<file path="src/rtl/wam_pkg.sv">
// Shared constants, types and the BCD digit helper for the Whac-A-Mole mole manager.
package wam_pkg;

   localparam int               LFSR_W    = 16;
   // Taps 16,14,13,11 expressed as bit positions 15,13,12,10 of the state
   localparam logic [LFSR_W-1:0] LFSR_TAPS = 16'hB400;
   localparam int               MISS_W    = 4;
   localparam int               LIFE_W    = 4;

   typedef logic [3:0] bcd_t;

   function automatic bcd_t bcd_inc(input bcd_t d);
      bcd_t r;
      if (d >= 4'd9) begin
         r = 4'd0;
      end else begin
         r = d + 4'd1;
      end
      return r;
   endfunction

endpackage

</file>
<file path="src/rtl/wam_lfsr.sv">
// Free-running seeded 16-bit Fibonacci LFSR; steps on every clk edge.
module wam_lfsr
   import wam_pkg::*;
#(
   parameter logic [LFSR_W-1:0] SEED = 16'hACE1
) (
   input  logic              clk,
   input  logic              clr,
   output logic [LFSR_W-1:0] o_state
);

   logic [LFSR_W-1:0] r_state;

   always_ff @(posedge clk or posedge clr) begin
      if (clr) begin
         r_state <= SEED;
      end else begin
         r_state <= {r_state[LFSR_W-2:0], ^(r_state & LFSR_TAPS)};
      end
   end

   assign o_state = r_state;

endmodule

</file>
<file path="src/rtl/wam_mole.sv">
// Mole spawner/lifetime manager: spawns on tick from the LFSR, ages and expires moles, scores hits in BCD.
// Build option WAM_MISS_PENALTY_EN: a hit on an empty hole also costs one miss per cycle.
module wam_mole
   import wam_pkg::*;
#(
   parameter int          NUM_HOLES = 8,
   parameter int          MAX_MISS  = 9,
   parameter logic [15:0] LFSR_SEED = 16'hACE1
) (
   input  logic                 clk,
   input  logic                 clr,
   input  logic                 tick,
   input  logic [3:0]           age,
   input  logic [7:0]           rto,
   input  logic [NUM_HOLES-1:0] hit,
   output logic [NUM_HOLES-1:0] mole,
   output logic [3:0]           score_lo,
   output logic [3:0]           score_hi,
   output logic [3:0]           miss,
   output logic                 cout0,
   output logic                 game_over
);

   localparam int HOLE_W = $clog2(NUM_HOLES);

   logic [LFSR_W-1:0]    w_lfsr;
   logic                 w_unused;
   logic                 w_spawn_en;
   logic [HOLE_W-1:0]    w_target;
   logic [LIFE_W-1:0]    w_age_eff;
   logic [NUM_HOLES-1:0] w_hit_ok;
   logic [NUM_HOLES-1:0] w_expire;
   logic [NUM_HOLES-1:0] w_mole_next;
   logic                 w_penalty;
   bcd_t                 w_lo;
   bcd_t                 w_hi;
   logic                 w_wrap;
   logic [5:0]           w_miss_sum;
   logic [MISS_W-1:0]    w_miss_next;

   wam_lfsr #(.SEED(LFSR_SEED)) u_lfsr (
      .clk     (clk),
      .clr     (clr),
      .o_state (w_lfsr)
   );

   assign w_unused   = ^w_lfsr;
   assign w_spawn_en = tick && !game_over && (w_lfsr[7:0] < rto);
   assign w_target   = w_lfsr[8 +: HOLE_W];
   assign w_age_eff  = (age == 4'd0) ? LIFE_W'(1) : age;
   // mole mirrors life != 0, so it is the pre-edge occupancy used for hit validation
   assign w_hit_ok   = hit & mole & {NUM_HOLES{!game_over}};

`ifdef WAM_MISS_PENALTY_EN
   assign w_penalty = !game_over && ((hit & ~mole) != {NUM_HOLES{1'b0}});
`else
   assign w_penalty = 1'b0;
`endif

   for (genvar i = 0; i < NUM_HOLES; i++) begin : g_hole
      logic [LIFE_W-1:0] r_life;
      logic [LIFE_W-1:0] w_life_next;
      logic              w_spawn_here;

      assign w_spawn_here = w_spawn_en && (w_target == HOLE_W'(i)) && (r_life == LIFE_W'(0));
      // A hit takes priority over expiry, so the last tick of life can still score
      assign w_expire[i]  = tick && !game_over && !w_hit_ok[i] && (r_life == LIFE_W'(1));

      always_comb begin
         if (game_over) begin
            w_life_next = LIFE_W'(0);
         end else if (w_hit_ok[i]) begin
            w_life_next = LIFE_W'(0);
         end else if (tick && (r_life != LIFE_W'(0))) begin
            w_life_next = r_life - LIFE_W'(1);
         end else if (w_spawn_here) begin
            w_life_next = w_age_eff;
         end else begin
            w_life_next = r_life;
         end
      end

      always_ff @(posedge clk or posedge clr) begin
         if (clr) begin
            r_life <= LIFE_W'(0);
         end else begin
            r_life <= w_life_next;
         end
      end

      assign w_mole_next[i] = (w_life_next != LIFE_W'(0));
   end

   // Each valid hit advances the units digit once; a 9->0 step carries into tens and flags a wrap
   always_comb begin
      w_lo   = score_lo;
      w_hi   = score_hi;
      w_wrap = 1'b0;
      for (int k = 0; k < NUM_HOLES; k++) begin
         if (w_hit_ok[k]) begin
            if (w_lo == 4'd9) begin
               w_wrap = 1'b1;
               w_hi   = bcd_inc(w_hi);
            end else begin
               w_hi   = w_hi;
            end
            w_lo = bcd_inc(w_lo);
         end else begin
            w_lo = w_lo;
         end
      end
   end

   always_comb begin
      w_miss_sum = {2'b00, miss} + {5'd0, w_penalty};
      for (int k = 0; k < NUM_HOLES; k++) begin
         if (w_expire[k]) begin
            w_miss_sum = w_miss_sum + 6'd1;
         end else begin
            w_miss_sum = w_miss_sum;
         end
      end
      if (w_miss_sum > 6'd15) begin
         w_miss_next = 4'd15;
      end else begin
         w_miss_next = w_miss_sum[3:0];
      end
   end

   always_ff @(posedge clk or posedge clr) begin
      if (clr) begin
         mole      <= {NUM_HOLES{1'b0}};
         score_lo  <= 4'd0;
         score_hi  <= 4'd0;
         miss      <= 4'd0;
         cout0     <= 1'b0;
         game_over <= 1'b0;
      end else begin
         mole      <= w_mole_next;
         score_lo  <= w_lo;
         score_hi  <= w_hi;
         miss      <= w_miss_next;
         cout0     <= w_wrap;
         game_over <= game_over | (w_miss_next >= MISS_W'(MAX_MISS));
      end
   end

endmodule
</file>
<file path="config.mk">
export PLATFORM = sky130hd
export DESIGN_NAME = wam_mole
export DESIGN_NICKNAME = d
export VERILOG_FILES = /design/src/rtl/wam_pkg.sv /design/src/rtl/wam_lfsr.sv /design/src/rtl/wam_mole.sv
export SDC_FILE = /design/constraint.sdc
export NUM_CORES = 1
export LEC_CHECK = 0
export CAP_MARGIN = 20
export CORE_ASPECT_RATIO = 0.6
export CORE_MARGIN = 2
export CORE_UTILIZATION = 30
export DETAILED_ROUTE_END_ITERATION = 10
export SLEW_MARGIN = 20
export SYNTH_ARGS = -nofsm -noshare
export SYNTH_HDL_FRONTEND = slang
export SYNTH_SLANG_ARGS = --single-unit
export TNS_END_PERCENT = 100
</file>
<file path="constraint.sdc">
create_clock -name clk -period 9.8 [get_ports clk]
set_input_delay 0.98 -clock clk [delete_from_list [all_inputs] [get_ports clk]]
set_output_delay 0.98 -clock clk [all_outputs]
set_load 0.02 [all_outputs]
</file>
==> Implementation_results.wiki, run 1 <==
{| class="wikitable"
! Metric !! Value
|-
| Result of the run || finished, final reports clean
|-
| Total number of vias || around 7.0k
|-
| Htree depth || 3
|-
| Startpoint class of the critical path || input port
|-
| Xor-xnor portion of the synthesized cell area || 5.80%
|-
| Fraction of the core area covered by cells at the end of the flow || a little over a third
|-
| Hold path depth || 0
|-
| Routed vias/inst || about 5.3
|-
| Global-route usage over all layers || ~16%
|-
| Main flop type after synthesis || dfrtp_1
|-
| Growth of design area from synthesis to finish || 15.8%
|-
| Worst reg2reg setup slack || ~0.71 ns
|-
| CTS Root Cell || clkbuf_16
|-
| Worst min-delay path class || flip-flop to flip-flop
|-
| Clk Latency, worst-skew pair || around 0.35 ns
|-
| Die extent in x || about 210 um
|-
| Clock transition at the registers of the reported paths || about 0.06 ns
|-
| Slowest stage cell, crit path || clkdlybuf4s50_1
|-
| Wire length of the first global-routing pass || about 35000 um
|-
| Endpoint with the worst hold slack || u_lfsr.o_state[15]$_DFF_PP1_
|-
| Post-Synthesis Net Count || ~1.0k
|-
| Standby leakage power || 3.87 nW
|-
| Post-layout min period || between 9 and 10 ns
|-
| Total global routing overflow || 0
|-
| Residual DRC count || 0
|-
| Category of the critical setup timing path || input port to flip-flop
|-
| Critical Path Max Stage Delay || ~0.52 ns
|-
| Share of cell area taken by muxes after synthesis || under 10%
|-
| Initial standard-cell utilization of the core || approximately 30%
|-
| Fraction of synthesis flops using an asynchronous set or reset pin || 100%
|-
| Commonest cells after routing, fill and taps aside || nand2_1, ha_1, inv_1
|-
| DP Wirelength || around 17000 um
|-
| Clock Tree Buf Depth || 2
|-
| Cell variety after synth || slightly above 100
|-
| Post-Synthesis Mean Instance Area || 8.20 um^2
|-
| Most common cell on crit path || ha_1
|-
| Total clock buffers created by CTS || 9
|-
| First-pass iteration count of the detailed router || 8
|-
| Number of clock sinks || 70
|-
| Crit Path Max Fanout || 9
|-
| Required time at the endpoint of the critical path || approximately 10 ns
|-
| Count of cells along the worst register-to-register path || between 40 and 50
|-
| Final-stage net count || around 1.1k
|-
| Count of routing violations after the opening detailed-route iteration || around 700
|-
| Skew final || 0.00567 ns
|-
| Cell area after technology mapping || around 7700 um^2
|-
| Remaining antenna violation count || 0
|-
| IO Port Bufs || 44
|-
| Final TNS setup || 0 ns
|-
| Critical Path Sink Type || flip-flop
|-
| Largest net degree at the start of global routing || 71
|-
| Max Cap Viol || 0
|-
| Sequential fraction of the synthesis area || 22.9%
|-
| Portion of the clock cycle consumed by the worst path in the final layout || 94.7%
|-
| Arrival time of data at the critical path endpoint || approximately 9.6 ns
|-
| Diodes inserted || 0
|-
| Largest family of logic cells by synthesized area || simple AND/OR/NAND/NOR gates
|-
| Number of I/O pins || 45
|-
| Number of setup violations in the final report || 0
|-
| Weighted congestion at the end of routability-driven global placement || around 0.85
|-
| Top post-synthesis cells by area || dfrtp_1, ha_1, nand2_1
|-
| Instance count of the mapped netlist || around 940
|-
| Number of placement rows || between 40 and 50
|-
| Fraction of layout instances using a drive strength above 1 || a little over a tenth
|-
| Adder-Cell Fraction of Synth Area || ~14%
|-
| Transition at the pin with the smallest max-transition slack || 0.970 ns
|-
| Final number of hold-violating endpoints || 0
|-
| Final design area excluding fillers || between 8000 and 9000 um^2
|-
| Post-synthesis cell type with the largest combined area || dfrtp_1
|-
| Startpoint of the lowest-slack register-to-register path || score_lo[1]$_DFF_PP0_
|-
| Compound-gate portion of the synthesized area || between 20% and 30%
|-
| Final count of pins violating max slew || 0
|-
| Portion of synthesized cell area occupied by the leading cell type || 20.2%
|-
| Max_slew headroom || between 30% and 40%
|-
| Die height || ~130 um
|-
| Critical register-to-register path endpoint || score_hi[3]$_DFF_PP0_
|-
| Area of the core region || ~25000 um^2
|-
| Initial antenna violation count || 0
|-
| Most common cell after layout, fill and taps aside || nand2_1
|-
| Post-placement cell area || approximately 8500 um^2
|-
| Die ar. || 26900 um^2
|-
| EDFF count, synth || 0
|-
| Synthesis Warnings || 0
|-
| Hold path startpoint || u_lfsr.o_state[14]$_DFF_PP0_
|-
| Simple-gate area share of the yosys netlist || around 29%
|-
| Pwr Density || 171 nW/um^2
|-
| Peak supply drop || just over 0.00008 V
|-
| Highest attainable clock frequency || ~110 MHz
|-
| Synthesized flop and latch total || 70
|-
| WL final || around 21000 um
|-
| Vias in the first global route || around 6.4k
|-
| Routed wire length per instance || around 16 um
|-
| Clock tree from TritonCTS || yes
|}
==> power breakdown <==
part	switching (mW)	internal, mW	total, mW
sequential	0.0556	0.308	0.364
clock	0.132	0.223	0.355
combinational	0.468	0.338	0.806
total	0.655	0.869	1.52
==> worst max-delay path: cells and delay by family <==
kind	cells	cell delay, ns
multiplexers	4	0.71
buffers and inverters	10	1.57
AND/OR/NAND/NOR	15	3.00
adder cells (fa/ha/maj)	7	1.36
AO/OA/AOI/OAI	9	1.92
==> synthesized netlist by cell type (all sizes together), types with 8 or more instances <==
master  number
a21o         9
a22oi        8
nor2        57
and3        18
a21oi       47
ha          85
nor4        16
clkbuf      19
inv         83
nand2      107
or2         18
nand2b      12
nand4       12
o21a         8
nand3       39
mux2i        9
xnor2       35
o211ai      14
dfstp        8
a211oi      14
or4         11
o21ai       35
and2        13
and4        11
nor3        20
a31oi        8
xor2         9
nor2b       11
dfrtp       62
==> cells by family (layout without fill, tap and decap cells) <==
family | after synthesis | count (layout)
simple gates | 394 | 394
compound gates | 216 | 216
fa+ha+maj | 86 | 86
buf+inv | 109 | 160
flops | 70 | 70
xor+xnor | 46 | 46
mux | 15 | 15
==> flip-flops by register name, summed over array words and instances (netlist names) <==
signal,count
u_lfsr.o_state,16
miss,4
mole,8
cout0,1
game_over,1
score_lo,4
g_hole.r_life,32
score_hi,4
==> how the worst max path moves through the flow <==
stage | cells after the start | slack [ns] | startpoint | to
5_1_grt | 45 | -0.06 | hit[0] | score_hi[3]$_DFF_PP0_
6_report | 45 | 0.52 | hit[0] | score_hi[3]$_DFF_PP0_
2_1_floorplan | 41 | 1.00 | hit[0] | score_hi[3]$_DFF_PP0_
4_1_cts | 42 | 0.36 | hit[0] | score_hi[3]$_DFF_PP0_
3_5_place_dp | 42 | 0.01 | hit[0] | score_hi[3]$_DFF_PP0_
3_3_place_gp | 41 | 0.30 | hit[0] | score_hi[0]$_DFF_PP0_
==> per-layer routing <==
layer | wire [um] | global-route usage, % | vias up
met5 | 0 | 0 | -
li1 | - | - | 3493
met2 | 7900 | 20.8 | 184
met4 | 131 | 2.57 | 0
met1 | 11600 | 25.8 | 3300
met3 | 1700 | 4.95 | 12
==> repair_timing <==
item                       4_1_cts  5_1_grt
gates resized for setup          0       11
hold endpoints to repair         0        0
buffers inserted                 0        3
hold buffers                     0        0
setup endpoints to repair        0        9
==> final cells by class <==
cell class | instances | area [um^2]
repair buffers | 60 | 561
flip-flops and latches | 70 | 1760
inverters | 84 | 317
fillers | 2615 | 16300
well taps | 329 | 412
multi-input cells | 757 | 5530
clock buffers | 12 | 236
clock inverters | 4 | 72.6
==> stage by stage <==
| step | worst slack, ns | hold slack (ns) | total power [mW] | std cells |
|---|---|---|---|---|
| 2_1_floorplan | 1.00 | 0.333 | 0.938 | 936 |
| 3_3_place_gp | 0.299 | 0.335 | 1.14 | 1297 |
| 3_5_place_dp | 0.0126 | 0.347 | 1.15 | 1297 |
| 4_1_cts | 0.358 | 0.352 | 1.52 | 1313 |
| 5_1_grt | -0.0575 | 0.365 | 1.65 | 1316 |
| 6_report | 0.524 | 0.349 | 1.52 | 1316 |
(Power assumes the default switching activity.)
==> run 2: changes to the inputs <==
--- a/config.mk
+++ b/config.mk
@@ -9,7 +9,10 @@
 export CORE_ASPECT_RATIO = 0.6
 export CORE_MARGIN = 2
 export CORE_UTILIZATION = 30
+export CTS_BUF_LIST = sky130_fd_sc_hd__clkbuf_16
 export DETAILED_ROUTE_END_ITERATION = 10
+export GPL_TIMING_DRIVEN = 0
+export REMOVE_ABC_BUFFERS = 1
 export SLEW_MARGIN = 20
 export SYNTH_ARGS = -nofsm -noshare
 export SYNTH_HDL_FRONTEND = slang
==> run 2 against run 1 <==
Clock skew down 0.0014 ns. Register-to-register slack lost 0.13 ns. Combinational power grew 0.9%. Count of clock-buffer cells in the layout fell by 3. Sequential power about the same. Sequential share of layout area about the same. Cell count shrank 0.38%. Flip-flop and latch count unchanged. Fmax grew 0.59%. Global-route usage is 0.11 points lower. First-iteration DRC count is 23% lower. Die area stayed put. Critical path type is now flip-flop to flip-flop. Critical endpoint unchanged.
==> Implementation_results.wiki, run 2 (synthesized netlist as in run 1, its figures left out) <==
{| class="wikitable"
! Metric !! Value
|-
| Result of the run || finished, final reports clean (unchanged)
|-
| Final number of hold-violating endpoints || 0 (unchanged)
|-
| Register containing the most flip-flops in the final layout || g_hole.r_life (unchanged)
|-
| Count of cells along the worst register-to-register path || 44 (was 45)
|-
| Global routing met3 resource utilization || 3.85% (was 4.95%)
|-
| Most common cell on crit path || ha_1 (unchanged)
|-
| Hold path depth || 0 (unchanged)
|-
| Count of routing violations after the opening detailed-route iteration || 536 (was 699)
|-
| Busiest grt layer || met1 (unchanged)
|-
| Arrival time of data at the critical path endpoint || 9.49 ns (was 9.55 ns)
|-
| CTS Root Cell || clkbuf_16 (unchanged)
|-
| Post-placement cell area || 8450 um^2 (was 8510 um^2)
|-
| Routed vias/inst || 5.35 (was 5.31)
|-
| Filler instances || 2614 (was 2615)
|-
| Clock Tree Buf Depth || 2 (unchanged)
|-
| Number of clock sinks || 70 (unchanged)
|-
| Number of placement rows || 45 (unchanged)
|-
| Max FFs per register || 32 (unchanged)
|-
| WL final || 21100 um (was 21300 um)
|-
| Final design area excluding fillers || 8900 um^2 (was 8890 um^2)
|-
| Number of buffers and inverters on the critical path || 8 (was 10)
|-
| Initial standard-cell utilization of the core || 30.4% (unchanged)
|-
| Skew final || 0.00427 ns (was 0.00567 ns)
|-
| Transition at the pin with the smallest max-transition slack || 0.969 ns (was 0.970 ns)
|-
| Cell count after placement || 1285 (was 1297)
|-
| Critical register-to-register path endpoint || score_hi[3]$_DFF_PP0_ (unchanged)
|-
| Max Cap Viol || 0 (unchanged)
|-
| Diodes inserted || 0 (unchanged)
|-
| Total number of vias || 7008 (was 6989)
|-
| Hold path startpoint || u_lfsr.o_state[14]$_DFF_PP0_ (unchanged)
|-
| First-pass iteration count of the detailed router || 5 (was 8)
|-
| Clock tree from TritonCTS || yes (unchanged)
|-
| Pwr Density || 170 nW/um^2 (was 171 nW/um^2)
|-
| Number of standard cells in the layout, taps in and fillers out || 1311 (was 1316)
|-
| Vias in the first global route || 6496 (was 6386)
|-
| Number of I/O pins || 45 (unchanged)
|-
| Global-route usage over all layers || 16.1% (was 16.2%)
|-
| Number of setup violations in the final report || 0 (unchanged)
|-
| Residual DRC count || 0 (unchanged)
|-
| Met1 usage in global routing || 26.3% (was 25.8%)
|-
| Standby leakage power || 3.86 nW (was 3.87 nW)
|-
| Fraction of layout instances using a drive strength above 1 || 11.1% (was 10.5%)
|-
| Die ar. || 26900 um^2 (unchanged)
|-
| Routed wire length per instance || 16.1 um (was 16.2 um)
|-
| Die extent in x || 211 um (unchanged)
|-
| Post-layout min period || 9.22 ns (was 9.28 ns)
|-
| Total global routing overflow || 0 (unchanged)
|-
| Startpoint class of the critical path || flip-flop (was input port)
|-
| Worst slack, placed || -1.04 ns (was 0.0126 ns)
|-
| Crit Path Max Fanout || 6 (was 9)
|-
| Critical Path Sink Type || flip-flop (unchanged)
|-
| Family with the most delay on the worst path || simple AND/OR/NAND/NOR gates (unchanged)
|-
| Worst min-delay path class || flip-flop to flip-flop (unchanged)
|-
| Final count of pins violating max slew || 0 (unchanged)
|-
| Die height || 128 um (unchanged)
|-
| Most common cell after layout, fill and taps aside || nand2_1 (unchanged)
|-
| Slowest stage cell, crit path || dfrtp_2 (was clkdlybuf4s50_1)
|-
| Met2 demand-to-capacity share in global routing || 20.8% (about the same)
|-
| Critical Path Max Stage Delay || 0.48 ns (was 0.52 ns)
|-
| Final TNS setup || 0 ns (unchanged)
|-
| Category of the critical setup timing path || flip-flop to flip-flop (was input port to flip-flop)
|-
| Startpoint of the lowest-slack register-to-register path || score_lo[1]$_DFF_PP0_ (unchanged)
|-
| Max_slew headroom || 34.8% (was 35.3%)
|-
| Total clock buffers created by CTS || 9 (unchanged)
|-
| Commonest cells after routing, fill and taps aside || nand2_1, ha_1, inv_1 (unchanged)
|-
| Worst hold-check slack || 0.350 ns (was 0.349 ns)
|-
| Highest attainable clock frequency || 108 MHz (about the same)
|-
| Final-stage net count || 1085 (was 1090)
|-
| Largest net degree at the start of global routing || 54 (was 71)
|-
| Clock transition at the registers of the reported paths || 0.06 ns (about the same)
|-
| Power consumption || 1.51 mW (was 1.52 mW)
|-
| Fraction of the core area covered by cells at the end of the flow || 35.3% (was 35.2%)
|-
| Clk Latency, worst-skew pair || 0.35 ns (about the same)
|-
| Required time at the endpoint of the critical path || 10.07 ns (was 10.08 ns)
|-
| Final setup margin || 0.578 ns (was 0.524 ns)
|-
| Worst reg2reg setup slack || 0.58 ns (was 0.71 ns)
|-
| Growth of design area from synthesis to finish || 15.9% (was 15.8%)
|-
| Htree depth || 3 (unchanged)
|-
| Wire length of the first global-routing pass || 34700 um (was 34500 um)
|-
| DP Wirelength || 16200 um (was 16500 um)
|-
| Remaining antenna violation count || 0 (unchanged)
|-
| Unrepaired setup endpoints after global routing || false
|-
| IO Port Bufs || 44 (unchanged)
|-
| Peak supply drop || 0.000110 V (was 0.0000811 V)
|-
| Initial antenna violation count || 0 (unchanged)
|-
| Portion of the clock cycle consumed by the worst path in the final layout || 94.1% (was 94.7%)
|-
| Endpoint with the worst hold slack || u_lfsr.o_state[15]$_DFF_PP1_ (unchanged)
|-
| Weighted congestion at the end of routability-driven global placement || 0.820 (was 0.851)
|-
| Area of the core region || 25200 um^2 (unchanged)
|}
-- run 2: cell count changes in the layout (fill, tap and decap cells not counted), moves of 2 or more --
cell / previous run / this run
buf_4: 16 / 10
clkbuf_1: 3 / 0
clkdlybuf4s50_1: 44 / 42
clkinvlp_4: 1 / 3
-- run 2: worst max path at each step --
| stage | cells after the start | slack (ns) | endpoint | from |
|---|---|---|---|---|
| floorplan | 40 | 1.02 | score_hi[3]$_DFF_PP0_ | hit[0] |
| detailed placement | 43 | -1.04 | score_hi[3]$_DFF_PP0_ | hit[0] |
| CTS | 42 | 0.05 | score_hi[1]$_DFF_PP0_ | hit[0] |
| finish | 44 | 0.58 | score_hi[3]$_DFF_PP0_ | score_lo[1]$_DFF_PP0_ |
| global route | 44 | 0.003 | score_hi[3]$_DFF_PP0_ | score_lo[1]$_DFF_PP0_ |
| global placement | 42 | -0.92 | score_hi[3]$_DFF_PP0_ | hit[0] |
-- run 2: repair_timing --
action                     in CTS  in global routing
hold buffers                    0                  0
pin swaps                       3                  1
resized for setup               6                 15
setup endpoints to repair       6                  9
buffers inserted                5                  5
-- run 2: layout make-up --
type / count / area [um^2] / share of cell area (%)
multi-input cells: 757 / 5570 / 62.5
flip-flops and latches: 70 / 1770 / 19.8
repair buffers: 55 / 541 / 6.07
well taps: 329 / 412 / 4.62
inverters: 84 / 319 / 3.58
clock buffers: 9 / 225 / 2.53
clock inverters: 7 / 73.8 / 0.829
-- run 2: routing by layer --
layer | vias to the layer above | share of wire [%]
li1 | 3486 | -
met1 | 3299 | 56
met2 | 214 | 36
met3 | 9 | 7.6
met4 | 0 | 0.47
met5 | - | 0
-- run 2: worst register-to-register path: cells and delay by family, from the launching register on --
family | cells | cell delay, ns
multiplexers | 4 | 0.76
AND/OR/NAND/NOR | 14 | 3.24
flip-flops | 1 | 0.48
adder cells (fa/ha/maj) | 8 | 1.62
buffers and inverters | 8 | 0.85
AO/OA/AOI/OAI | 10 | 2.18
-- run 2: power breakdown --
part	internal [mW]	leakage (nW)	switching (mW)	total, mW
registers	0.308	0.924	0.0559	0.364
clock network	0.197	0.136	0.140	0.338
logic	0.342	2.80	0.472	0.813
==> run 3: changes to the inputs <==
--- a/config.mk
+++ b/config.mk
@@ -7,7 +7,6 @@
 export LEC_CHECK = 0
 export CAP_MARGIN = 20
 export CORE_ASPECT_RATIO = 0.6
-export CORE_MARGIN = 2
 export CORE_UTILIZATION = 30
 export CTS_BUF_LIST = sky130_fd_sc_hd__clkbuf_16
 export DETAILED_ROUTE_END_ITERATION = 10
==> run 3 against run 2 <==
Die area fell by 2.5%. Critical path type unchanged. Fmax decreased by 1.0%. Count of clock-buffer cells in the layout unchanged. First-iteration DRC count down 8.6%. Non-clock buffer count grew 1. Utilization increased by 0.88 points. Via count fell by 0.13%. Total power is 0.40% lower. Setup slack worse by 0.095 ns. Critical path depth stayed put. Largest power group unchanged. Flip-flop and latch count did not move. Register-to-register slack got worse by 0.095 ns.
==> Implementation_results.wiki, run 3 (synthesized netlist as in run 1, its figures left out) <==
{| class="wikitable"
! Metric !! Value
|-
| Result of the run || finished, final reports clean (unchanged)
|-
| Max FFs per register || 32 (unchanged)
|-
| Global-route usage over all layers || 16.3% (was 16.1%)
|-
| Htree depth || 3 (unchanged)
|-
| Critical Path Max Stage Delay || 0.52 ns (was 0.48 ns)
|-
| Remaining antenna violation count || 0 (unchanged)
|-
| Weighted congestion at the end of routability-driven global placement || 0.853 (was 0.820)
|-
| P_int || 844 uW (was 847 uW)
|-
| Residual DRC count || 0 (unchanged)
|-
| Area of the core region || 24700 um^2 (was 25200 um^2)
|-
| Wire length of the first global-routing pass || 34200 um (was 34700 um)
|-
| Standby leakage power || 3.88 nW (was 3.86 nW)
|-
| Number of clock sinks || 70 (unchanged)
|-
| Fraction of layout instances using a drive strength above 1 || 10.9% (was 11.1%)
|-
| Count of hold-fix buffers inserted at cts || 0 (unchanged)
|-
| Most common cell after layout, fill and taps aside || nand2_1 (unchanged)
|-
| Clk network pwr share || 22.1% (was 22.3%)
|-
| Largest net degree at the start of global routing || 54 (unchanged)
|-
| Slowest stage cell, crit path || dfrtp_2 (unchanged)
|-
| Post-placement cell area || 8460 um^2 (was 8450 um^2)
|-
| Growth of design area from synthesis to finish || 16.1% (was 15.9%)
|-
| Initial standard-cell utilization of the core || 31.1% (was 30.4%)
|-
| Critical Path Sink Type || flip-flop (unchanged)
|-
| Portion of the clock cycle consumed by the worst path in the final layout || 95.1% (was 94.1%)
|-
| Logic gate share of total power || 53.6% (was 53.7%)
|-
| Startpoint class of the critical path || flip-flop (unchanged)
|-
| Commonest cells after routing, fill and taps aside || nand2_1, ha_1, inv_1 (unchanged)
|-
| Total number of vias || 6999 (was 7008)
|-
| Number of placement rows || 44 (was 45)
|-
| Storage element area || 1770 um^2 (unchanged)
|-
| Total clock buffers created by CTS || 9 (unchanged)
|-
| Arrival time of data at the critical path endpoint || 9.59 ns (was 9.49 ns)
|-
| Clock transition at the registers of the reported paths || 0.06 ns (about the same)
|-
| Count of routing violations after the opening detailed-route iteration || 490 (was 536)
|-
| WL final || 21000 um (was 21100 um)
|-
| Crit Path Max Fanout || 10 (was 6)
|-
| Peak supply drop || 0.0000935 V (was 0.000110 V)
|-
| Required time at the endpoint of the critical path || 10.07 ns (about the same)
|-
| Final number of hold-violating endpoints || 0 (unchanged)
|-
| Pwr Density || 169 nW/um^2 (was 170 nW/um^2)
|-
| CTS Root Cell || clkbuf_16 (unchanged)
|-
| Final TNS setup || 0 ns (unchanged)
|-
| Highest attainable clock frequency || 107 MHz (was 108 MHz)
|-
| Worst min-delay path class || flip-flop to flip-flop (unchanged)
|-
| Sequential share of power || 24.2% (was 24.0%)
|-
| Final-stage net count || 1087 (was 1085)
|-
| Initial antenna violation count || 0 (unchanged)
|-
| Worst hold-check slack || 0.352 ns (was 0.350 ns)
|-
| Filler instances || 2512 (was 2614)
|-
| Final design area excluding fillers || 8920 um^2 (was 8900 um^2)
|-
| First-pass iteration count of the detailed router || 5 (unchanged)
|-
| Vias in the first global route || 6371 (was 6496)
|-
| DP Wirelength || 16500 um (was 16200 um)
|-
| Category of the critical setup timing path || flip-flop to flip-flop (unchanged)
|-
| Register containing the most flip-flops in the final layout || g_hole.r_life (unchanged)
|-
| Max_slew headroom || 24.6% (was 34.8%)
|-
| Die extent in x || 209 um (was 211 um)
|-
| Max Cap Viol || 0 (unchanged)
|-
| Switching share of total power || 44.0% (was 44.1%)
|-
| IO Port Bufs || 44 (unchanged)
|-
| Most common cell on crit path || ha_1 (unchanged)
|-
| Routed vias/inst || 5.36 (was 5.35)
|-
| Die ar. || 26300 um^2 (was 26900 um^2)
|-
| Number of I/O pins || 45 (unchanged)
|-
| Clock tree from TritonCTS || yes (unchanged)
|-
| Family with the most delay on the worst path || simple AND/OR/NAND/NOR gates (unchanged)
|-
| Net switching power || 664 uW (was 668 uW)
|-
| Number of setup violations in the final report || 0 (unchanged)
|-
| Post-layout min period || 9.32 ns (was 9.22 ns)
|-
| Skew final || 0.00858 ns (was 0.00427 ns)
|-
| Die height || 126 um (was 128 um)
|-
| Number of buffers and inverters on the critical path || 9 (was 8)
|-
| Routed wire length per instance || 16.1 um (about the same)
|-
| Transition at the pin with the smallest max-transition slack || 1.13 ns (was 0.969 ns)
|-
| Total global routing overflow || 0 (unchanged)
|-
| Clk Latency, worst-skew pair || 0.35 ns (about the same)
|-
| Multi-input gate area || 5560 um^2 (was 5570 um^2)
|-
| Clock Tree Buf Depth || 2 (unchanged)
|-
| Number of standard cells in the layout, taps in and fillers out || 1307 (was 1311)
|-
| Final count of pins violating max slew || 0 (unchanged)
|-
| Cell count after placement || 1279 (was 1285)
|}
## run 3: path summary, 6_finish.rpt
check | depth (start not counted) | endpoint | start | slack, ns
min in group asynchronous | 2 | g_hole[2].r_life[3]$_DFF_PP0_ | clr | 0.93
worst max-delay path | 44 | score_hi[3]$_DFF_PP0_ | score_lo[0]$_DFF_PP0_ | 0.48
worst min-delay path | 0 | u_lfsr.o_state[15]$_DFF_PP1_ | u_lfsr.o_state[14]$_DFF_PP0_ | 0.35
worst min register to register | 0 | u_lfsr.o_state[15]$_DFF_PP1_ | u_lfsr.o_state[14]$_DFF_PP0_ | 0.35
max in group asynchronous | 3 | u_lfsr.o_state[5]$_DFF_PP1_ | clr | 8.26
worst max register to register | 44 | score_hi[3]$_DFF_PP0_ | score_lo[0]$_DFF_PP0_ | 0.48
## run 3: cell type report
cell class,count,share of cell area [%]
clock buffer,9,2.52
inverter,84,3.58
tap,322,4.52
multi-input combinational,758,62.3
sequential,70,19.8
antenna,1,0.0281
timing repair buffer,56,6.42
clock inverter,7,0.814
## run 3: metrics by stage
step                setup slack (ns)  utilization, %  power [mW]
floorplan                       1.02               -       0.928
global placement              -0.925            34.1        1.12
detailed placement             -1.02            34.3        1.14
CTS                            0.101            35.7        1.48
global route                 -0.0354            36.2        1.63
finish                         0.483            36.2        1.51
## run 3: power groups by stage
stage	clock, mW	sequential, mW	combinational [mW]
2_1_floorplan	0	0.364	0.564
3_3_place_gp	0	0.368	0.750
3_5_place_dp	0	0.368	0.768
4_1_cts	0.342	0.363	0.777
5_1_grt	0.355	0.368	0.905
6_report	0.334	0.366	0.809
## run 3: layer usage
metal | track usage, % | up-vias | routed length, um
li1 | - | 3492 | -
met1 | 27.1 | 3295 | 11900
met2 | 20.7 | 203 | 7600
met3 | 3.32 | 9 | 1480
met4 | 2.51 | 0 | 85
met5 | 0 | - | 0
## run 3: repair_timing
action                                  in CTS  in global routing
setup buffers                                4                  6
cloned                                       0                  1
endpoints found under the setup margin       7                  9
resized for setup                            6                 13
pin swaps                                    3                  2
